[src/rtl/gate_exhaustive_tester_pkg.sv]
// Shared types and constants for the 3-input gate exhaustive tester.
package gate_exhaustive_tester_pkg;

  localparam int unsigned PAT_W   = 3;
  localparam int unsigned NUM_PAT = 8;

  // Expected-output tables; bit i is the gate output for pattern i = {a,b,c}.
  localparam logic [NUM_PAT-1:0] TT_AND3 = 8'h80;
  localparam logic [NUM_PAT-1:0] TT_OR3  = 8'hFE;
  localparam logic [NUM_PAT-1:0] TT_XOR3 = 8'h96;

  typedef logic [PAT_W-1:0] pat_t;

  typedef enum logic [2:0] {
    ST_IDLE,
    ST_DRIVE,
    ST_SETTLE,
    ST_SAMPLE,
    ST_DONE
  } state_e;

  function automatic logic is_last_pat(input pat_t idx);
    return idx == PAT_W'(NUM_PAT - 1);
  endfunction

endpackage

[src/rtl/gate_exhaustive_tester_if.sv]
// Start request, gate stimulus/response and result signals of the tester.
interface gate_exhaustive_tester_if;
  logic                                         start;
  logic                                         dut_d;
  logic                                         drv_a;
  logic                                         drv_b;
  logic                                         drv_c;
  logic                                         busy;
  logic                                         done;
  logic                                         pass;
  logic [gate_exhaustive_tester_pkg::NUM_PAT-1:0] fail_mask;
  logic [3:0]                                   err_count;

  // Board / debug side: issues start, provides the gate output.
  modport master (
    output start, dut_d,
    input  drv_a, drv_b, drv_c, busy, done, pass, fail_mask, err_count
  );

  // Tester side.
  modport slave (
    input  start, dut_d,
    output drv_a, drv_b, drv_c, busy, done, pass, fail_mask, err_count
  );
endinterface

[src/rtl/gate_exhaustive_tester_settle_timer.sv]
// 8-bit loadable down-counter; expire flags the final settle cycle (count == 1).
module gate_exhaustive_tester_settle_timer (
  input  logic       clk,
  input  logic       reset_n,
  input  logic       i_load,
  input  logic       i_dec,
  input  logic [7:0] i_value,
  output logic       o_expire
);
  logic [7:0] r_count;

  // Load takes priority over decrement.
  always_ff @(posedge clk or negedge reset_n) begin
    if (!reset_n)
      r_count <= '0;
    else if (i_load)
      r_count <= i_value;
    else if (i_dec)
      r_count <= r_count - 8'd1;
  end

  assign o_expire = (r_count == 8'd1);
endmodule

[src/rtl/gate_exhaustive_tester.sv]
// Steps a 3-input gate through all 8 patterns, samples its output after a
// settle interval and accumulates a per-pattern fail mask and error count.
module gate_exhaustive_tester
  import gate_exhaustive_tester_pkg::*;
#(
  parameter logic [7:0]         SETTLE_CYCLES = 8'd2,
  parameter logic [NUM_PAT-1:0] TRUTH_TABLE   = TT_AND3
) (
  input  logic                      clk,
  input  logic                      reset_n,
  gate_exhaustive_tester_if.slave   bus
);
  state_e             r_state, w_state_nxt;
  pat_t               r_idx;
  pat_t               r_drv;
  logic               r_busy, r_done, r_pass;
  logic [NUM_PAT-1:0] r_fail_mask;
  logic [3:0]         r_err_count;

  logic               w_load, w_dec, w_expire;
  logic               w_mismatch;
  logic [NUM_PAT-1:0] w_fail_mask_nxt;

  gate_exhaustive_tester_settle_timer u_settle_timer (
    .clk      (clk),
    .reset_n  (reset_n),
    .i_load   (w_load),
    .i_dec    (w_dec),
    .i_value  (SETTLE_CYCLES),
    .o_expire (w_expire)
  );

  assign w_mismatch      = bus.dut_d ^ TRUTH_TABLE[r_idx];
  assign w_fail_mask_nxt = r_fail_mask | (NUM_PAT'(w_mismatch) << r_idx);

  // State register.
  always_ff @(posedge clk or negedge reset_n) begin
    if (!reset_n) r_state <= ST_IDLE;
    else          r_state <= w_state_nxt;
  end

  // Next-state and settle-timer control.
  always_comb begin
    w_state_nxt = r_state;
    w_load      = 1'b0;
    w_dec       = 1'b0;
    case (r_state)
      ST_IDLE, ST_DONE: if (bus.start) w_state_nxt = ST_DRIVE;
      ST_DRIVE: begin
        w_load      = 1'b1;
        w_state_nxt = (SETTLE_CYCLES == 8'd0) ? ST_SAMPLE : ST_SETTLE;
      end
      ST_SETTLE: begin
        w_dec = 1'b1;
        if (w_expire) w_state_nxt = ST_SAMPLE;
      end
      ST_SAMPLE: w_state_nxt = is_last_pat(r_idx) ? ST_DONE : ST_DRIVE;
      default:   w_state_nxt = ST_IDLE;
    endcase
  end

  // Pattern index, gate drive and result registers.
  // pass is computed from the mask including the final sample, so it is
  // already valid on the same edge that raises done.
  always_ff @(posedge clk or negedge reset_n) begin
    if (!reset_n) begin
      r_idx       <= '0;
      r_drv       <= '0;
      r_busy      <= 1'b0;
      r_done      <= 1'b0;
      r_pass      <= 1'b0;
      r_fail_mask <= '0;
      r_err_count <= '0;
    end else begin
      case (r_state)
        ST_IDLE, ST_DONE: begin
          if (bus.start) begin
            r_idx       <= '0;
            r_fail_mask <= '0;
            r_err_count <= '0;
            r_done      <= 1'b0;
            r_pass      <= 1'b0;
            r_busy      <= 1'b1;
          end
        end
        ST_DRIVE: r_drv <= r_idx;
        ST_SAMPLE: begin
          if (w_mismatch) begin
            r_fail_mask <= w_fail_mask_nxt;
            r_err_count <= r_err_count + 4'd1;
          end
          if (is_last_pat(r_idx)) begin
            r_done <= 1'b1;
            r_busy <= 1'b0;
            r_pass <= (w_fail_mask_nxt == '0);
          end else begin
            r_idx <= r_idx + PAT_W'(1);
          end
        end
        default: ;
      endcase
    end
  end

  assign bus.drv_a     = r_drv[2];
  assign bus.drv_b     = r_drv[1];
  assign bus.drv_c     = r_drv[0];
  assign bus.busy      = r_busy;
  assign bus.done      = r_done;
  assign bus.pass      = r_pass;
  assign bus.fail_mask = r_fail_mask;
  assign bus.err_count = r_err_count;
endmodule
[src/flat_wrapper.sv]
// flat-port wrapper written by rule: the top's interface ports become plain ports
module gate_exhaustive_tester_flat import gate_exhaustive_tester_pkg::*;
#(
  parameter logic [7:0]         SETTLE_CYCLES = 8'd2,
  parameter logic [NUM_PAT-1:0] TRUTH_TABLE   = TT_AND3
)
  (clk, reset_n, bus_start, bus_dut_d, bus_drv_a, bus_drv_b, bus_drv_c, bus_busy, bus_done, bus_pass, bus_fail_mask, bus_err_count);
  gate_exhaustive_tester_if bus_i ();
  input  logic clk;
  input  logic reset_n;
  input wire logic [$bits(bus_i.start)-1:0] bus_start;
  input wire logic [$bits(bus_i.dut_d)-1:0] bus_dut_d;
  output wire logic [$bits(bus_i.drv_a)-1:0] bus_drv_a;
  output wire logic [$bits(bus_i.drv_b)-1:0] bus_drv_b;
  output wire logic [$bits(bus_i.drv_c)-1:0] bus_drv_c;
  output wire logic [$bits(bus_i.busy)-1:0] bus_busy;
  output wire logic [$bits(bus_i.done)-1:0] bus_done;
  output wire logic [$bits(bus_i.pass)-1:0] bus_pass;
  output wire logic [$bits(bus_i.fail_mask)-1:0] bus_fail_mask;
  output wire logic [$bits(bus_i.err_count)-1:0] bus_err_count;
  assign bus_i.start = bus_start;
  assign bus_i.dut_d = bus_dut_d;
  assign bus_drv_a = bus_i.drv_a;
  assign bus_drv_b = bus_i.drv_b;
  assign bus_drv_c = bus_i.drv_c;
  assign bus_busy = bus_i.busy;
  assign bus_done = bus_i.done;
  assign bus_pass = bus_i.pass;
  assign bus_fail_mask = bus_i.fail_mask;
  assign bus_err_count = bus_i.err_count;
  gate_exhaustive_tester #(.SETTLE_CYCLES(SETTLE_CYCLES), .TRUTH_TABLE(TRUTH_TABLE)) u_core (.clk(clk), .reset_n(reset_n), .bus(bus_i));
endmodule
[config.mk]
export PLATFORM = sky130hd
export DESIGN_NAME = gate_exhaustive_tester_flat
export DESIGN_NICKNAME = d
export VERILOG_FILES = /design/src/rtl/gate_exhaustive_tester_pkg.sv /design/src/rtl/gate_exhaustive_tester_if.sv /design/src/rtl/gate_exhaustive_tester_settle_timer.sv /design/src/rtl/gate_exhaustive_tester.sv /design/src/flat_wrapper.sv
export SDC_FILE = /design/constraint.sdc
export NUM_CORES = 1
export LEC_CHECK = 0
export BUFFER_PORTS_ARGS = -buffer_cell sky130_fd_sc_hd__buf_4
export CORE_MARGIN = 2
export CORE_UTILIZATION = 25
export CTS_CLUSTER_SIZE = 40
export DETAILED_ROUTE_END_ITERATION = 6
export HOLD_SLACK_MARGIN = 0.05
export SLEW_MARGIN = 25
export SYNTH_ARGS = -nofsm -noshare
export SYNTH_HDL_FRONTEND = slang
export SYNTH_SLANG_ARGS = --single-unit
[constraint.sdc]
create_clock -name clk -period 2.18 [get_ports clk]
set_input_delay 0.109 -clock clk [delete_from_list [all_inputs] [get_ports clk]]
set_output_delay 0.109 -clock clk [all_outputs]
set_load 0.005 [all_outputs]
# --- After elaboration in Yosys (flattened, before gate mapping) ---
# Memories as Yosys holds them, arrays and structs flattened.
# Index checks and enable logic that the tools add are counted.
totals:
  regBits: 32
  mem_bits_ro: 8
  in_bits: 4
  output_inout_bits: 18
  mem_count: 1
op_classes:
  n_addsub: 3
  magnitude_cmp: 1
  eq_ne: 11
  shift: 1
  mux: 26
  n_bitwise: 2
  n_reduce_logical: 9
mem_list:
  columns: ["memory", "words", "width", "read_ports", "rd_ports_with_merged_regs", "write_ports", "line", "rtl"]
  rows:
  - ["(name not given)", 8, 1, 1, 0, 0, "gate_exhaustive_tester.sv:33", "assign w_mismatch = bus.dut_d ^ TRUTH_TABLE[r_idx];"]
op_table:
  columns: ["cell", "n"]
  rows:
  - ["two-way mux 8 bit", 4]
  - ["case mux 8 bit (2 select lines)", 1]
  - ["two-way mux 3 bit", 5]
  - ["case mux 3 bit (4 select lines)", 1]
  - ["AND reduction 3 bit", 3]
  - ["== test 8 x 1 -> 1 bit, second input constant", 1]
  - ["logical NOT 8 bit", 1]
  - ["two-way mux 1 bit", 8]
  - ["two-way mux 4 bit", 2]
  - ["OR 8 bit", 1]
  - ["case mux 4 bit (2 select lines)", 1]
  - ["<< shifter 1 x 3 -> 8 bit", 1]
  - ["subtractor 8 x 1 -> 8 bit, second input constant", 1]
  - ["== test 3 x 2 -> 1 bit, second input constant", 2]
  - ["== test 3 bit, second input constant", 2]
  - ["!= test 2 bit, second input constant", 3]
  - ["case mux 1 bit (2 select lines)", 3]
  - ["case mux 3 bit (2 select lines)", 1]
  - ["adder 4 x 1 -> 4 bit, second input constant", 1]
  - ["less-than comparator 3 x 4 -> 1 bit, second input constant", 1]
  - ["!= test 2 x 1 -> 1 bit, second input constant", 2]
  - ["nonzero test 2 bit", 2]
  - ["adder 3 x 1 -> 3 bit, second input constant", 1]
  - ["== test 3 x 1 -> 1 bit, second input constant", 1]
  - ["other kinds (4)", 4]

# --- Logic depth before layout (Yosys ltp) ---
# Gate-level depths: netlist (run 1).
depth:
  ltp_word: 8
  mapped_depth: 5
  ltp_nobuf: 5

# --- By module ---
# Synthesis (run 1) repeated with hierarchy kept, for this count alone.
hier_totals:
  cells_unflattened: 153
  hier_area_um2: 1606.5
by_module_without_submodules:
  columns: ["mod", "instances", "cells_per_inst", "area_each_um2", "seq_area_each_um2"]
  rows:
  - ["gate_exhaustive_tester", 1, 103, 1146.1, 600.6]
  - ["gate_exhaustive_tester_settle_timer", 1, 50, 460.4, 200.2]

# --- Worst setup path after synthesis (run 1) ---
# No wires, ideal clock.
synth_path:
  path_type: "register to register"
  from: "reg u_core.r_idx[0]"
  to: "reg u_core.r_fail_mask[1] (netlist: u_core.bus.fail_mask[1])"
  setup_ns: 0.095
  arrival_ns: 1.443
  slack_ns: 0.642
  stages_incl_launch_ff: 6
  path_buffers: 0
  synth_period_minus_slack_ns: 1.538
  path_cell_list: "dfrtp_1 -> ha_1 -> ha_1 -> xor2_1 -> nand3_1 -> o31ai_1"
synth_via:
  elab_chain_len: 7
  elab_cells_between_ends: 9
  classes_between: "eq/ne (1); shift (1); mux (3); bitwise (2); reduce/logical (1); memory (1)"
synth_rtl:
  columns: ["item", "line", "rtl"]
  rows:
  - ["from (decl)", "gate_exhaustive_tester.sv:14", "pat_t r_idx;"]
  - ["from (signal assigned)", "gate_exhaustive_tester.sv:97", "r_idx <= r_idx + PAT_W'(1);"]
  - ["memory read (8 x 1 bit)", null, null]
  - ["two-way mux 1 bit (implied by the code)", "gate_exhaustive_tester.sv:33", null]
  - ["XOR 1 bit", "gate_exhaustive_tester.sv:33", null]
  - ["<< shifter 1 x 3 -> 8 bit", "gate_exhaustive_tester.sv:34", "assign w_fail_mask_nxt = r_fail_mask | (NUM_PAT'(w_mismatch) << r_idx);"]
  - ["OR 8 bit", "gate_exhaustive_tester.sv:34", null]
  - ["two-way mux 8 bit", "gate_exhaustive_tester.sv:88", "if (w_mismatch) begin"]
  - ["case mux 8 bit (2 select lines)", "gate_exhaustive_tester.sv:75", "case (r_state)"]
  - ["to (signal assigned)", "gate_exhaustive_tester.sv:89", "r_fail_mask <= w_fail_mask_nxt;"]
  - ["to (decl)", "gate_exhaustive_tester.sv:17", "logic [NUM_PAT-1:0] r_fail_mask;"]
# Parallel ways exist; a longest one is shown, timed or not. The select of a mux whose other input is x is not followed.
# A chain may end at the register's enable or synchronous reset.

# --- Final worst setup path (run 1) ---
layout_path:
  from: "reg u_core.r_idx[1]"
  to: "reg u_core.r_fail_mask[3] (netlist: u_core.bus.fail_mask[3])"
# The elaborated chain is that of the path after synthesis.

==> metrics.csv, run 1 <==
stage;metric;value;unit
logic_synthesis;yosys_most_used_dff;dfrtp_1;
hold_path;hp-class;in2reg;
logic_synthesis;synth_area_leaders;dfrtp_1 (49%), mux2i_1 (4.3%), ha_1 (3.9%), nand2_1 (3.7%), mux2_4 (2.8%);
logic_synthesis;postSynthAreaPerCell;11.0;sq um
power_and_ir_drop;p_comb_share;38.4;%
logic_synthesis;seq_area_frac_synth;49.3;%
layout;final_common_cell;dfrtp_1;
critical_path;cp_data_arrival_time;1940;ps
floorplanning;die_y;84.6;um
sta;setup_violations;0;
floorplanning;rows;29;
logic_synthesis;syn_inst;147;
power_and_ir_drop;leakage;0.910;nW
sta;worst_pin_slew;550;ps
critical_path;path_buf_inv;0;
place;routabilityCongestion;0.734;
global_routing;grtUsageTotal;10.3;%
floorplanning;die_area;0.00716;sq mm
logic_synthesis;synth_nets;156;
layout;fin_nets;181;
global_routing;antenna_found_initial;0;
clock_network;cts_setup_buffers;0;
detailed_routing;dr_wl_met2;1.57;mm
floorplanning;coreArea;0.00631;sq mm
critical_path;slowest_stage;dfrtp_1;
clock_network;cts_resized;0;
layout;fin_cells;250;
global_routing;grt_pass1_vias;1202;
run_status;status;completed;
run;maxCapViolations;0;
logic_synthesis;async_flop_share;100;%
critical_path;critical_path_class;reg2reg;
logic_synthesis;synth_top_area_share;49.3;%
detailed_routing;detail_route.iter0.violations;54;
global_routing;grt_first_pass_wirelength;5.79;mm
clock_network;clk_latency;290;ps
power_and_ir_drop;pwr-share-seq;42.5;%
sta;skew;4.96;ps
layout;final_layout_size_suffix_gt1_share;24.3;%
sta;hold_violations;0;
critical_path;critPathRequiredTime;2370;ps
detailed_routing;drc_errors;0;
place;dpl.hpwl;2.37;mm
power_and_ir_drop;p_sw_share;37.8;%
sta;timing.hold.ws;211;ps
sta;slew_viol_final;0;
critical_path;max_stage_delay;470;ps
power_and_ir_drop;netSwitchingPower;0.000935;W
power_and_ir_drop;ir_worst_vdd;422;uV
sta;tns;0;ps
sta;min_period;1750;ps
floorplanning;io_pins;22;
clock_network;cts_hold_buf;2;
clock_network;cts-buffers-inserted;5;
detailed_routing;route.met3.wl;153;um
logic_synthesis;syn_area;0.00162;sq mm
global_routing;grt_max_degree;33;
logic_synthesis;yosys_register_bits;32;
detailed_routing;wl_met1;1.53;mm
clock_network;clkSlewWorstSetupHoldPaths;70;ps
critical_path;cp-start-kind;flip-flop;
sta;relSlewSlack;63.3;%
power_and_ir_drop;clkPwrFrac;19.1;%
detailed_routing;routed_wl;3.32;mm
critical_path;cpMostUsedCell;ha_1;
logic_synthesis;yosys_warnings;0;
floorplanning;initial_core_util;25.7;%
layout;layout_common_cells;dfrtp_1 (32), buf_4 (22), nand2_1 (16);
critical_path;crit_family;flip-flops;
sta;max_freq;571;MHz
logic_synthesis;synthDistinctLibCells;41;
clock_network;cts_sinks;32;
sta;rsz0062_at_grt;no;
floorplanning;die_width;84.6;um
layout;num_antenna_cells;0;
clock_network;cts_root_buffer;clkbuf_8;
clock_network;cts_tree;built;
power_and_ir_drop;p_int;0.00154;W
logic_synthesis;synth_edf_count;0;
detailed_routing;first_pass_iters;4;
critical_path;crit_fanout;9;
critical_path;end_kind;flip-flop;
detailed_routing;top_layer_used;met4;
detailed_routing;routed_via_density;4.80;
place;placed_cells;240;
place;io_buffers;21;
detailed_routing;ant_nets;0;
critical_path;path_cells;ha_1 > ha_1 > xor2_1 > nand3_1 > o21ai_0;
power_and_ir_drop;power;0.00248;W
power_and_ir_drop;p_per_area;1270;mW/mm^2
layout;synthToLayoutAreaGrowth;19.9;%
detailed_routing;wl_per_cell;13.3;um
clock_network;cts.htree.levels;2;
logic_synthesis;yosys.area.top_type;dfrtp_1;
sta;period_share;80.3;%
global_routing;overflow;0;
detailed_routing;via_count;1199;
clock_network;clockBufferDepth;2;
final timing paths:
kind | slack, ps | startpoint | cells after the start | end
min | 210 | bus_dut_d | 3 | u_core.bus.pass$_DFFE_PN0P_
min reg2reg | 480 | u_core.u_settle_timer.r_count[6]$_DFFE_PN0P_ | 1 | u_core.u_settle_timer.r_count[6]$_DFFE_PN0P_
min in group asynchronous | 300 | reset_n | 2 | u_core.bus.err_count[3]$_DFFE_PN0P_
max reg2reg | 430 | u_core.r_idx[1]$_DFFE_PN0P_ | 5 | u_core.bus.fail_mask[3]$_DFFE_PN0P_
max in group asynchronous | 1580 | reset_n | 2 | u_core.u_settle_timer.r_count[7]$_DFFE_PN0P_
max | 430 | u_core.r_idx[1]$_DFFE_PN0P_ | 5 | u_core.bus.fail_mask[3]$_DFFE_PN0P_
sequential cells by signal, summed over array words and instances (netlist names):
name and cells:
u_core.bus.fail_mask 8, u_core.u_settle_timer.r_count 8, u_core.r_state 3, u_core.bus.done 1
u_core.bus.err_count 4, u_core.bus.pass 1, u_core.r_idx 3, u_core.bus.busy 1
u_core.r_drv 3
per-layer routing:
layer | vias up | track usage, %
met5 | - | 0
met4 | 0 | 5.19
met3 | 5 | 3.24
met2 | 21 | 15.4
met1 | 590 | 13.3
li1 | 583 | -
synth_stat cells (all sizes together) (4+ instances only):
cell type,n
dfrtp,32
nand2,16
o21ai,8
inv,7
mux2i,7
nand3,7
buf,6
nor2,6
nor3,6
a21oi,5
ha,5
a22o,4
mux2,4
through the flow:
stage	setup slack, ps	util (%)	area [sq um]
3_3_place_gp	457	29.1	1830
3_5_place_dp	420	29.1	1830
5_1_grt	283	30.8	1950
6_report	430	30.8	1950
2_1_floorplan	642	-	1620
4_1_cts	405	30.8	1950
worst register-to-register path, stage by stage, from the launching register on:
cell and delay, ps:
dfrtp_1 470, ha_1 220, ha_1 250, xor2_1 300
nand3_1 190, o21ai_0 230
final cells by class:
| class | instances | area (sq um) |
|---|---|---|
| Fill cell | 687 | 4370 |
| Tap cell | 77 | 96.3 |
| Inverter | 7 | 26.3 |
| Clock buffer | 6 | 82.6 |
| Clock inverter | 2 | 10.0 |
| Sequential cell | 32 | 801 |
| Multi-Input combinational cell | 102 | 746 |
| Timing Repair Buffer | 24 | 185 |
kinds of logic (layout without fill, tap and decap cells):
logic type,Yosys count,count (layout),synth area share [%]
flip-flops,32,32,49.3
AO/OA/AOI/OAI,31,31,13.1
XOR/XNOR,3,3,1.62
adder cells (fa/ha/maj),5,5,3.85
multiplexers,11,11,7.78
AND/OR/NAND/NOR,52,52,19.6
buffers and inverters,13,39,4.78
power groups by stage:
| stage | clock network, W | logic [W] | registers (W) |
|---|---|---|---|
| 3_5_place_dp | 0 | 0.000957 | 0.00106 |
| 3_3_place_gp | 0 | 0.000948 | 0.00105 |
| 4_1_cts | 0.000495 | 0.000965 | 0.00105 |
| 5_1_grt | 0.000525 | 0.00107 | 0.00109 |
| 2_1_floorplan | 0 | 0.000768 | 0.000966 |
| 6_report | 0.000474 | 0.000951 | 0.00105 |
Power figures use the tool's default switching activity.
==> run 2: changes to the inputs <==
- clock period: 2.18 -> 1.64 ns (I/O delays scaled with it)
==> metrics.csv, run 2 (same netlist as run 1, synthesis figures left out) <==
stage;metric;value;unit;change
sta;timing.hold.ws;164;ps;-47.8 ps
critical_path;crit_fanout;5;;-4
floorplanning;coreArea;0.00631;sq mm;unchanged
sta;slew_viol_final;0;;unchanged
power_and_ir_drop;p_sw_share;37.0;%;-0.78 points
floorplanning;initial_core_util;25.7;%;unchanged
detailed_routing;drc_errors;0;;unchanged
clock_network;clk_latency;280;ps;about the same
hold_path;hp-class;in2reg;;
global_routing;grt_first_pass_wirelength;5.93;mm;+2.4%
run;maxCapViolations;0;;unchanged
place;placed_cell_area;0.00190;sq mm;+3.7%
layout;final-seq-area;801;sq um;unchanged
layout;final_common_cell;dfrtp_1;;
sta;tns;0;ps;unchanged
clock_network;clkSlewWorstSetupHoldPaths;60;ps;about the same
run_status;status;completed;;
detailed_routing;ant_nets;0;;unchanged
global_routing;grtUsageTotal;10.3;%;+0.068 points
place;io_buffers;21;;unchanged
place;routabilityCongestion;0.731;;-0.42%
sta;relSlewSlack;73.0;%;+9.6 points
detailed_routing;first_pass_iters;4;;unchanged
critical_path;critPathLaunch;u_core.r_idx[0]$_DFFE_PN0P_;;
place;dp_slack;5.05;ps;-415 ps
floorplanning;die_area;0.00716;sq mm;unchanged
layout;fin_nets;190;;+5.0%
layout;synthToLayoutAreaGrowth;24.0;%;
floorplanning;die_y;84.6;um;unchanged
layout;multi_input_area;768;sq um;+3.0%
layout;final_layout_size_suffix_gt1_share;29.1;%;+4.8 points
clock_network;cts_sinks;32;;unchanged
critical_path;path_cells;ha_1 > ha_2 > and4bb_2 > a21oi_1 > o22ai_1;;
detailed_routing;wl_per_cell;13.1;um;-0.96%
sta;skew;3.81;ps;-1.15 ps
critical_path;r2r-end;u_core.bus.pass$_DFFE_PN0P_;;
clock_network;cts.htree.levels;2;;unchanged
floorplanning;die_width;84.6;um;unchanged
power_and_ir_drop;p_comb_share;45.4;%;+7.0 points
clock_network;clockBufferDepth;2;;unchanged
power_and_ir_drop;leakage;0.943;nW;+3.6%
critical_path;reg2reg_from;u_core.r_idx[0]$_DFFE_PN0P_;;
critical_path;max_stage_delay;380;ps;-90 ps
power_and_ir_drop;p_int;0.00209;W;+35%
power_and_ir_drop;netSwitchingPower;0.00123;W;+31%
detailed_routing;via_count;1224;;+2.1%
detailed_routing;detail_route.iter0.violations;34;;-37%
layout;fill_cells;669;;-2.6%
layout;layout_common_cells;dfrtp_1 (32), buf_4 (31), nand2_1 (16);;
critical_path;slowest_stage;dfrtp_1;;
sta;hold_violations;0;;unchanged
detailed_routing;routed_via_density;4.78;;-0.31%
critical_path;reg2reg_slack;150;ps;-280 ps
sta;min_period;1490;ps;-262 ps
clock_network;cts_root_buffer;clkbuf_8;;
floorplanning;io_pins;22;;unchanged
sta;rsz0062_at_grt;no;;
sta;setup_violations;0;;unchanged
critical_path;cp-start-kind;flip-flop;;
critical_path;reg2reg_depth;5;;unchanged
place;dpl.hpwl;2.48;mm;+4.5%
global_routing;overflow;0;;unchanged
critical_path;critPathRequiredTime;1840;ps;-530 ps
sta;setup_ws;152;ps;-278 ps
floorplanning;rows;29;;unchanged
detailed_routing;routed_wl;3.36;mm;+1.4%
global_routing;antenna_found_initial;0;;unchanged
clock_network;cts_tree;built;;
global_routing;grt_pass1_vias;1275;;+6.1%
sta;max_freq;672;MHz;+18%
clock_network;cts-buffers-inserted;5;;unchanged
critical_path;crit_end;u_core.bus.pass$_DFFE_PN0P_;;
power_and_ir_drop;ir_worst_vdd;624;uV;+48%
sta;period_share;90.7;%;+10 points
layout;post-route-cell-area;0.00201;sq mm;+3.4%
global_routing;grt_max_degree;33;;unchanged
layout;num_antenna_cells;0;;unchanged
sta;worst_pin_slew;402;ps;-148 ps
power_and_ir_drop;clkPwrFrac;15.9;%;-3.2 points
power_and_ir_drop;pwr-share-seq;38.7;%;-3.8 points
critical_path;critical_path_class;reg2reg;;
power_and_ir_drop;p_per_area;1650;mW/mm^2;+29%
critical_path;cp_data_arrival_time;1690;ps;-250 ps
critical_path;end_kind;flip-flop;;
run 2: changes by cell type in the layout (fill, tap and decap cells not counted):
cell      previous run  this run
buf_4               22        31
clkinv_2             2         0
clkbuf_8             6         5
ha_1                 5         4
ha_2                 0         1
nor3_1               6         5
nor3_2               0         1
xnor2_1              2         1
xnor2_2              0         1
xor2_1               1         0
xor2_2               0         1
run 2: repair_timing:
action                                 in CTS  in global routing
hold buffers                                2                  0
setup endpoints to repair                   1                  6
endpoints found under the hold margin      33                  0
gates resized for setup                     1                  3
buffers inserted                            0                  0
pin swaps                                   0                  1
run 2: worst min path at each step:
stage / startpoint / endpoint / slack (ps) / depth (start not counted)
6_report: bus_dut_d / u_core.bus.pass$_DFFE_PN0P_ / 160 / 3
5_1_grt: bus_dut_d / u_core.bus.pass$_DFFE_PN0P_ / 160 / 3
4_1_cts: bus_dut_d / u_core.bus.pass$_DFFE_PN0P_ / 150 / 3
3_5_place_dp: reset_n / u_core.bus.pass$_DFFE_PN0P_ / 50 / 1
3_3_place_gp: reset_n / u_core.bus.pass$_DFFE_PN0P_ / 50 / 1
2_1_floorplan: reset_n / u_core.bus.busy$_DFFE_PN0P_ / -210 / 0
run 2: power groups by stage:
stage,sequential (W),combinational (W),clock (W)
after floorplan,0.00128,0.00102,0
after global placement,0.00129,0.00148,0
after detailed placement,0.00130,0.00150,0
after CTS,0.00129,0.00152,0.000551
after global routing,0.00133,0.00169,0.000580
final,0.00128,0.00150,0.000526
run 2: layout make-up:
| cell class | instances | area share [%] |
|---|---|---|
| multi-input cells | 102 | 38.2 |
| clock buffers | 5 | 3.42 |
| inverters | 7 | 1.31 |
| repair buffers | 33 | 12.6 |
| flip-flops and latches | 32 | 39.8 |
| well taps | 77 | 4.79 |
run 2: stage by stage:
stage / util [%] / cells / total power (W)
after floorplan: - / 147 / 0.00231
after global placement: 30.1 / 249 / 0.00277
after detailed placement: 30.1 / 249 / 0.00280
after CTS: 31.6 / 256 / 0.00336
after global routing: 31.9 / 256 / 0.00360
final: 31.9 / 256 / 0.00331
run 2: critical path, delay by kind of cell (launching register included):
| family | cells | cell delay [ps] |
|---|---|---|
| simple gates | 1 | 370 |
| flops | 1 | 380 |
| compound gates | 2 | 240 |
| fa+ha+maj | 2 | 420 |
run 2: routing by layer:
metal / routed length (um) / vias up / global-route usage, %
li1: - / 606 / -
met1: 1530 / 593 / 13.3
met3: 165 / 5 / 3.24
met4: 44 / 0 / 4.33
met5: 0 / - / 0
met2: 1620 / 20 / 16.1
==> run 3: changes to the inputs <==
--- a/config.mk
+++ b/config.mk
@@ -8,4 +8,6 @@
 export BUFFER_PORTS_ARGS = -buffer_cell sky130_fd_sc_hd__buf_4
+export CELL_PAD_IN_SITES_DETAIL_PLACEMENT = 2
+export CELL_PAD_IN_SITES_GLOBAL_PLACEMENT = 2
 export CORE_MARGIN = 2
-export CORE_UTILIZATION = 25
+export CORE_UTILIZATION = 37
 export CTS_CLUSTER_SIZE = 40
@@ -13,2 +15,3 @@
 export HOLD_SLACK_MARGIN = 0.05
+export PLACE_DENSITY_LB_ADDON = 0.1
 export SLEW_MARGIN = 25
--- a/constraint.sdc
+++ b/constraint.sdc
@@ -3,2 +3,2 @@
 set_output_delay 0.082 -clock clk [all_outputs]
-set_load 0.005 [all_outputs]
+set_load 0.02 [all_outputs]
==> metrics.csv, run 3 (same netlist as run 1, synthesis figures left out) <==
stage;metric;value;unit;change
sta;min_period;1590;ps;+106 ps
clock_network;cts_sinks;32;;unchanged
critical_path;slowest_stage;dfrtp_1;;
place;routabilityCongestion;0.764;;+4.5%
sta;relSlewSlack;70.5;%;-2.4 points
layout;num_antenna_cells;0;;unchanged
detailed_routing;ant_nets;0;;unchanged
clock_network;cts_setup_buffers;0;;unchanged
clock_network;cts.htree.levels;2;;unchanged
critical_path;cp-start-kind;flip-flop;;
detailed_routing;first_pass_iters;4;;unchanged
clock_network;cts_tree;built;;
power_and_ir_drop;p_per_area;1850;mW/mm^2;+12%
detailed_routing;via_count;1284;;+4.9%
place;dpl.hpwl;3.33;mm;+34%
critical_path;end_kind;flip-flop;;
sta;rsz0062_at_grt;yes;;
critical_path;max_stage_delay;390;ps;about the same
layout;layout_common_cells;buf_4 (33), dfrtp_1 (32), nand2_1 (16);;
floorplanning;die_width;70.3;um;-17%
run;maxCapViolations;0;;unchanged
sta;slew_viol_final;0;;unchanged
floorplanning;rows;24;;-17%
layout;fill_cells;467;;-30%
floorplanning;initial_core_util;37.8;%;+12 points
critical_path;critPathRequiredTime;1850;ps;about the same
power_and_ir_drop;leakage;0.967;nW;+2.6%
sta;setup_violations;0;;unchanged
global_routing;grt_first_pass_wirelength;7.69;mm;+30%
place;io_buffers;21;;unchanged
layout;final_common_cell;buf_4;;
detailed_routing;drc_errors;0;;unchanged
layout;fin_nets;192;;+1.1%
critical_path;critical_path_class;reg2reg;;
floorplanning;die_y;70.3;um;-17%
global_routing;grtUsageTotal;20.3;%;+10 points
floorplanning;io_pins;22;;unchanged
detailed_routing;detail_route.iter0.violations;49;;+44%
power_and_ir_drop;power;0.00375;W;+13%
detailed_routing;routed_via_density;5.46;;+14%
hold_path;hp-class;in2reg;;
clock_network;cts-buffers-inserted;5;;unchanged
power_and_ir_drop;ir_worst_vdd;680;uV;+9.0%
sta;skew;1.91;ps;-1.90 ps
sta;worst_pin_slew;438;ps;+36.2 ps
clock_network;cts_root_buffer;clkbuf_8;;
sta;max_freq;627;MHz;-6.6%
global_routing;grt_pass1_vias;1485;;+16%
clock_network;clkSlewWorstSetupHoldPaths;60;ps;about the same
place;dp_slack;-93.6;ps;-98.7 ps
floorplanning;die_area;0.00494;sq mm;-31%
global_routing;grt_max_degree;33;;unchanged
global_routing;antenna_found_initial;0;;unchanged
clock_network;clockBufferDepth;2;;unchanged
sta;period_share;97.2;%;+6.4 points
critical_path;crit_fanout;4;;-1
layout;synthToLayoutAreaGrowth;24.8;%;
sta;setup_ws;46.0;ps;-106 ps
layout;final_layout_size_suffix_gt1_share;31.1;%;+2.1 points
critical_path;cp_data_arrival_time;1800;ps;+110 ps
run_status;status;completed;;
sta;hold_violations;0;;unchanged
detailed_routing;wl_per_cell;19.1;um;+46%
clock_network;clk_latency;280;ps;about the same
detailed_routing;routed_wl;4.50;mm;+34%
global_routing;overflow;0;;unchanged
critical_path;path_cells;ha_1 > ha_2 > buf_4 > and4bb_2 > a21oi_1 > o22ai_1;;
floorplanning;coreArea;0.00429;sq mm;-32%
sta;tns;0;ps;unchanged
==> run 3: cell count changes in the layout (fill, tap and decap cells not counted), sizes merged <==
cell    change
buf         +2
clkbuf      +2
==> run 3: stage by stage <==
stage               util (%)  hold slack [ps]  instance area [sq um]  std cells
floorplan                  -             -214                   1620        147
detailed placement      43.9             55.2                   1890        226
global placement        43.9             46.3                   1890        226
finish                  47.2              208                   2030        235
global route            47.2              190                   2030        235
CTS                     47.0              197                   2020        235
==> run 3: final timing paths <==
path / from / to / slack, ps / cells after the start
min reg2reg: u_core.u_settle_timer.r_count[6]$_DFFE_PN0P_ / u_core.u_settle_timer.r_count[6]$_DFFE_PN0P_ / 480 / 1
min in group asynchronous: reset_n / u_core.bus.fail_mask[3]$_DFFE_PN0P_ / 270 / 2
max reg2reg: u_core.r_idx[0]$_DFFE_PN0P_ / u_core.bus.pass$_DFFE_PN0P_ / 50 / 6
max: u_core.r_idx[0]$_DFFE_PN0P_ / u_core.bus.pass$_DFFE_PN0P_ / 50 / 6
max in group asynchronous: reset_n / u_core.r_idx[2]$_DFFE_PN0P_ / 1060 / 2
min: bus_dut_d / u_core.bus.pass$_DFFE_PN0P_ / 210 / 3
==> run 3: worst max-delay path: cells and delay by family, from the launching register on <==
| kind | cells | cell delay (ps) |
|---|---|---|
| simple gates | 1 | 340 |
| compound gates | 2 | 220 |
| flops | 1 | 390 |
| buf+inv | 1 | 150 |
| fa+ha+maj | 2 | 420 |
==> run 3: report_power, final <==
| group | internal, W | switching, W | total, W |
|---|---|---|---|
| clock | 0.000374 | 0.000292 | 0.000666 |
| combinational | 0.000807 | 0.000985 | 0.00179 |
| sequential | 0.00105 | 0.000242 | 0.00129 |
| total | 0.00223 | 0.00152 | 0.00375 |
==> run 3: layer usage <==
layer	GRT usage, %	wire, um
met5	0	0
met4	6.62	50
met2	37.3	2530
met1	23.0	1780
met3	4.62	138
==> run 3: final cells by class <==
type	count	area (sq um)	area share (%)
clock buffer	7	96.3	4.75
inverter	7	26.3	1.30
multi-input combinational	102	771	38.0
sequential	32	801	39.5
tap	52	65.1	3.21
timing repair buffer	35	268	13.2
==> run 3: what timing repair did <==
item / in CTS / in global routing
endpoints found under the hold margin: 33 / 0
gates resized for setup: 3 / 2
pin swaps: 1 / 0
hold buffers: 2 / 0
setup endpoints to repair: 7 / 7
